`src/rtl/uart_pkg.sv`:
```
// uart_pkg: register map, field positions and shared enums for the UART APB register block
package uart_pkg;
  localparam logic [7:0] OFF_BAUD    = 8'h00;
  localparam logic [7:0] OFF_DATA    = 8'h04;
  localparam logic [7:0] OFF_STOP    = 8'h08;
  localparam logic [7:0] OFF_CHECK   = 8'h0C;
  localparam logic [7:0] OFF_ENABLE  = 8'h10;
  localparam logic [7:0] OFF_DATA_WT = 8'h14;
  localparam logic [7:0] OFF_DATA_RD = 8'h18;
  localparam logic [7:0] OFF_STATUS  = 8'h1C;
  localparam int EN_RX   = 0;
  localparam int EN_TX   = 1;
  localparam int EN_RXIE = 2;
  localparam int EN_TXIE = 3;
  localparam int STAT_TX_EMPTY = 0;
  localparam int STAT_TX_FULL  = 1;
  localparam int STAT_RX_FULL  = 2;
  localparam int STAT_OVERRUN  = 3;
  typedef enum logic [1:0] {CHK_NONE, CHK_ODD, CHK_EVEN, CHK_NONE_ALT} parity_e;
  typedef enum logic [1:0] {S_IDLE, S_SETUP, S_ACCESS, S_RESP} apb_state_e;
endpackage

```
`src/rtl/uart_tx_fifo.sv`:
```
// uart_tx_fifo: circular TX byte buffer with extra-MSB pointers for full/empty
module uart_tx_fifo #(
  parameter int DEPTH = 4,
  parameter int WIDTH = 8
) (
  input  logic             clk,
  input  logic             rst,
  input  logic             push,
  input  logic [WIDTH-1:0] din,
  input  logic             pop,
  output logic [WIDTH-1:0] dout,
  output logic             full,
  output logic             empty
);
  localparam int AW = $clog2(DEPTH);
  logic [WIDTH-1:0] mem [DEPTH];
  logic [AW:0] wp, rp;
  assign empty = wp == rp;
  assign full  = (wp[AW] != rp[AW]) && (wp[AW-1:0] == rp[AW-1:0]);
  assign dout  = empty ? '0 : mem[rp[AW-1:0]];
  always_ff @(posedge clk)
    if (push && !full) mem[wp[AW-1:0]] <= din;
  always_ff @(posedge clk)
    if (rst) begin
      wp <= '0;
      rp <= '0;
    end else begin
      if (push && !full) wp <= wp + 1'b1;
      if (pop && !empty) rp <= rp + 1'b1;
    end
endmodule

```
`src/rtl/uart_apb_regs.sv`:
```
// uart_apb_regs: APB3 slave for UART configuration, TX FIFO push, RX capture and interrupt
module uart_apb_regs
  import uart_pkg::*;
#(
  parameter int TX_DEPTH   = 4,
  parameter int ADDR_WIDTH = 32
) (
  input  logic                  pclk,
  input  logic                  prst,
  input  logic                  psel,
  input  logic                  penable,
  input  logic                  pwrite,
  input  logic [ADDR_WIDTH-1:0] paddr,
  input  logic [31:0]           pwdata,
  output logic [31:0]           prdata,
  output logic                  pready,
  output logic                  pslverr,
  output logic [15:0]           cfg_baud,
  output logic [1:0]            cfg_data,
  output logic                  cfg_stop,
  output logic [1:0]            cfg_check,
  output logic                  tx_en,
  output logic                  rx_en,
  output logic [7:0]            tx_data,
  output logic                  tx_valid,
  input  logic                  tx_ready,
  input  logic [7:0]            rx_data,
  input  logic                  rx_valid,
  output logic                  irq
);
  apb_state_e state, state_n;
  parity_e check;
  logic [3:0] enable, status;
  logic [7:0] off, rx_hold;
  logic [31:0] rd_mux;
  logic rx_full, rx_overrun, tx_full, tx_empty;
  logic bad, done, wr, push, rd_clr, rx_take, rx_drop;
  logic unused_bits;
  assign unused_bits = ^{paddr[ADDR_WIDTH-1:8], pwdata[31:16]};
  assign off       = paddr[7:0];
  assign pready    = state == S_RESP;
  assign cfg_check = check;
  assign tx_en     = enable[EN_TX];
  assign rx_en     = enable[EN_RX];
  assign tx_valid  = !tx_empty;
  assign status    = {rx_overrun, rx_full, tx_full, tx_empty};
  // Error is decided when entering the response cycle, so a full FIFO is judged before any pop there
  assign bad     = (|off[1:0]) || (|off[7:5]) || (pwrite && off == OFF_DATA_WT && tx_full);
  assign done    = pready && psel && penable && !pslverr;
  assign wr      = done && pwrite;
  assign push    = wr && off == OFF_DATA_WT;
  assign rd_clr  = done && !pwrite && off == OFF_DATA_RD;
  assign rx_take = rx_valid && rx_en && (!rx_full || rd_clr);
  assign rx_drop = rx_valid && rx_en && rx_full && !rd_clr;
  always_comb begin
    state_n = S_IDLE;
    if (psel)
      state_n = state == S_IDLE   ? (penable ? S_IDLE : S_SETUP) :
                state == S_SETUP  ? (penable ? S_ACCESS : S_SETUP) :
                state == S_ACCESS ? S_RESP : S_IDLE;
  end
  always_comb begin
    rd_mux = '0;
    rd_mux = off == OFF_BAUD    ? {16'b0, cfg_baud} :
             off == OFF_DATA    ? {30'b0, cfg_data} :
             off == OFF_STOP    ? {31'b0, cfg_stop} :
             off == OFF_CHECK   ? {30'b0, check} :
             off == OFF_ENABLE  ? {28'b0, enable} :
             off == OFF_DATA_RD ? {24'b0, rx_full ? rx_hold : 8'h00} :
             off == OFF_STATUS  ? {28'b0, status} : 32'b0;
  end
  uart_tx_fifo #(.DEPTH(TX_DEPTH), .WIDTH(8)) u_fifo (
    .clk(pclk),
    .rst(prst),
    .push(push),
    .din(pwdata[7:0]),
    .pop(tx_valid && tx_ready),
    .dout(tx_data),
    .full(tx_full),
    .empty(tx_empty)
  );
  always_ff @(posedge pclk)
    if (prst) begin
      state      <= S_IDLE;
      prdata     <= '0;
      pslverr    <= 1'b0;
      cfg_baud   <= '0;
      cfg_data   <= '0;
      cfg_stop   <= 1'b0;
      check      <= CHK_NONE;
      enable     <= '0;
      rx_hold    <= '0;
      rx_full    <= 1'b0;
      rx_overrun <= 1'b0;
      irq        <= 1'b0;
    end else begin
      state   <= state_n;
      pslverr <= state == S_ACCESS && psel && bad;
      prdata  <= (state == S_ACCESS && psel && !pwrite && !bad) ? rd_mux : '0;
      if (wr && off == OFF_BAUD)   cfg_baud <= pwdata[15:0];
      if (wr && off == OFF_DATA)   cfg_data <= pwdata[1:0];
      if (wr && off == OFF_STOP)   cfg_stop <= pwdata[0];
      if (wr && off == OFF_CHECK)  check    <= parity_e'(pwdata[1:0]);
      if (wr && off == OFF_ENABLE) enable   <= pwdata[3:0];
      if (wr && off == OFF_STATUS && pwdata[STAT_OVERRUN]) rx_overrun <= 1'b0;
      if (rx_drop) rx_overrun <= 1'b1;
      if (rx_take) begin
        rx_hold <= rx_data;
        rx_full <= 1'b1;
      end else if (rd_clr) rx_full <= 1'b0;
      irq <= (enable[EN_TXIE] && tx_empty) || (enable[EN_RXIE] && rx_full);
    end
endmodule

```
`config.mk`:
```
export PLATFORM = sky130hd
export DESIGN_NAME = uart_apb_regs
export DESIGN_NICKNAME = d
export VERILOG_FILES = /design/src/rtl/uart_pkg.sv /design/src/rtl/uart_tx_fifo.sv /design/src/rtl/uart_apb_regs.sv
export SDC_FILE = /design/constraint.sdc
export NUM_CORES = 1
export LEC_CHECK = 0
export BUFFER_PORTS_ARGS = -buffer_cell sky130_fd_sc_hd__buf_4
export CORE_UTILIZATION = 25
export CTS_BUF_LIST = sky130_fd_sc_hd__clkbuf_2
export CTS_CLUSTER_SIZE = 16
export DETAILED_ROUTE_END_ITERATION = 8
export PLACE_DENSITY = 0.5
export SKIP_LAST_GASP = 1
export SLEW_MARGIN = 20
export SYNTH_ARGS = -nofsm -noshare
export SYNTH_HDL_FRONTEND = slang
export SYNTH_HIERARCHICAL = 1
export SYNTH_SLANG_ARGS = --single-unit
```
`constraint.sdc`:
```
create_clock -name pclk -period 3.9 [get_ports pclk]
set_clock_uncertainty 0.1 [all_clocks]
set_input_delay 0.78 -clock pclk [delete_from_list [all_inputs] [get_ports pclk]]
set_output_delay 0.78 -clock pclk [all_outputs]
set_load 0.005 [all_outputs]
```
==> flow_metrics.env <==
export IMPL_status="finished, final reports clean"
export IMPL_grt_max_degree=53
export IMPL_post_route_min_period_ps=3151
export IMPL_synthArstFlopShare=0
export IMPL_maxCapViolCount=0
export IMPL_syn_inst=398
export IMPL_period_share=0.8081
export IMPL_synth_top_area_frac=0.2980
export IMPL_numCtsBuffers=9
export IMPL_drive_gt1_frac=0.2588
export IMPL_critPathKind="register to output pin"
export IMPL_vias_per_cell=4.655
export IMPL_root_buffer="clkbuf_2"
export IMPL_place_hpwl_um=7985
export IMPL_worst_pin_slew_ps=813.3
export IMPL_final_cell_mix="buf_4 (95), dfxtp_1 (63), o21ai_0 (32), a21oi_1 (32), edfxtp_1 (32)"
export IMPL_utilization=0.3103
export IMPL_start_util=0.2552
export IMPL_drtAntennaViolNets=0
export IMPL_vias=3277
export IMPL_wirelength_um=11000
export IMPL_max_freq_ghz=0.3173
export IMPL_post_cts_resized=0
export IMPL_syn2layout_area_growth_pct=21.58
export IMPL_grt_pass1_vias=3267
export IMPL_nets=562
export IMPL_synth_area_um2=4233
export IMPL_clockBufferDepth=2
export IMPL_dr_pass1_iters=5
export IMPL_io_buffers=89
export IMPL_grt_overflow=0
export IMPL_gr_usage_all_layers=0.1294
export IMPL_regArea_um2=2222
export IMPL_maxSlewViolCount=0
export IMPL_cts_tree="done"
export IMPL_multi_input_area_um2=1813
export IMPL_synth_distinct_cells=53
export IMPL_cts_hold_buffers=0
export IMPL_critPathRequiredTime_ps=3020
export IMPL_yosysTopAreaCell="dfxtp_1"
export IMPL_power_density_nw_per_um2=324.4
export IMPL_rsz0062_at_grt="false"
export IMPL_insertion_delay_ps=550
export IMPL_drcViolationCount=0
export IMPL_core_area_um2=16580
export IMPL_synth_seq_cells=95
export IMPL_layout_commonest_cell="buf_4"
export IMPL_clock_sinks=95
export IMPL_h_tree_depth=3
export IMPL_fp_dieH_um=132.1
export IMPL_rows=47
export IMPL_yosys_top_cells_area="dfxtp_1 (30%), edfxtp_1 (23%), mux4_2 (4.3%), a21oi_1 (3.8%), o21ai_0 (3.8%)"
export IMPL_min_path_type="input port to register"
export IMPL_ys_flop_type="dfxtp_1"
export IMPL_die_w_um=132.1
export IMPL_fillers=1749
export IMPL_syn_area_per_cell_um2=10.64
export IMPL_postCtsSetupRepairBufs=0
export IMPL_peakVddDrop_uv=119.5
export IMPL_yosysSeqAreaShare=0.5250
export IMPL_path_max_fanout=10
export IMPL_dieArea_um2=17460
export IMPL_wl_per_cell_um=15.63
export IMPL_routabilityCongestion=0.7652
export IMPL_setup_viol=0
export IMPL_hold_violations=0
export IMPL_end_kind="output pin"
export IMPL_grt_pass1_wl_um=17680
export IMPL_fin_tns_setup_ps=0
export IMPL_arrival_ps=2270
export IMPL_synth_edff_count=32
export IMPL_start_kind="register"
export IMPL_io_pins=146
export IMPL_synthesis_yosys_warnings=6
export IMPL_p_leak_nw=1.912
export IMPL_drtIter0Drc=199
export IMPL_clk_pin_slew_ps=260
export IMPL_antenna_found_initial=1
export IMPL_slew_headroom=0.4518
==> cells by family (layout without fill, tap and decap cells) <==
logic type,after synthesis,count (layout),share of synthesized area
DFF,95,95,0.5250
AOI/OAI and AO/OA,91,91,0.1292
buffers and inverters,48,118,0.06001
other,1,17,0.0008859
xor gates and xnor gates,6,6,0.01242
adders and majority gates,5,5,0.01478
and+or+nand+nor,132,132,0.1868
muxes,20,20,0.07094
==> registers in the layout, indices dropped and copies added (netlist names), 2 cells and up, named ones only <==
name	cells
u_fifo/wp	3
rx_hold	8
cfg_check	2
state	2
enable	4
cfg_data	2
cfg_baud	16
u_fifo/mem	32
u_fifo/rp	3
prdata	16
==> path summary, 6_finish.rpt <==
kind / from / end / slack [ps] / depth (start not counted)
setup / recovery: u_fifo/wp[0] / tx_data[0] / 750 / 5
setup reg to reg: pslverr / u_fifo/mem[0][0] / 1210 / 6
hold / removal: pwdata[5] / u_fifo/mem[2][5] / 320 / 1
hold reg to reg: cfg_baud[9] / prdata[9] / 390 / 1
==> layout make-up <==
class / instances / share of cell area
well taps: 220 / 0.05349
repair buffers: 95 / 0.1386
clock inverters: 6 / 0.008510
diodes: 1 / 0.0004863
inverters: 7 / 0.005106
clock buffers: 10 / 0.009725
multi-input cells: 270 / 0.3523
flip-flops and latches: 95 / 0.4318
==> critical path, cell delays in order, from the launching register on <==
cell and delay (ps):
dfxtp_1 560, xor2_1 240, nor3_2 450, buf_4 280
nor2b_1 70, buf_4 130
==> routing by layer <==
| layer | GRT usage | wire length [um] | vias up |
|---|---|---|---|
| met4 | 0.05168 | 168 | 0 |
| met2 | 0.2146 | 5395 | 93 |
| met3 | 0.02499 | 477 | 9 |
| met1 | 0.1652 | 4959 | 1583 |
| met5 | 0 | 0 | - |
| li1 | - | - | 1592 |
==> power by group <==
part | switching, mW | internal [mW] | total, mW | leakage [nW]
clock | 0.337 | 0.0913 | 0.428 | 0.0647
sequential | 0.0183 | 1.03 | 1.05 | 0.795
combinational | 0.0974 | 0.0954 | 0.193 | 1.05
total | 0.453 | 1.22 | 1.67 | 1.91
==> synthesized netlist by cell type, drive strengths merged, types with 4 or more instances <==
cell type,number
o211ai,4
nand3,20
dfxtp,63
edfxtp,32
clkbuf,19
o21ai,32
mux2i,12
and2,16
mux4,8
buf,22
a22o,4
ha,5
nand4b,4
nand2,12
inv,7
nor2b,13
nand4,21
nor3,7
nor2,7
nand2b,15
a21oi,32
nor3b,4
==> per-stage QoR <==
stage	cell area [um^2]	hold WS, ps	cells	power (mW)	worst slack, ps
6_report	5146	318.2	704	1.669	748.6
5_1_grt	5146	255.8	704	1.750	547.6
4_1_cts	5144	263.8	703	1.695	671.7
3_5_place_dp	5050	365.3	687	1.264	373.6
3_3_place_gp	5050	350.6	687	1.262	420.1
2_1_floorplan	4289	335.9	413	1.181	384.0
(Power assumes the default switching activity.)
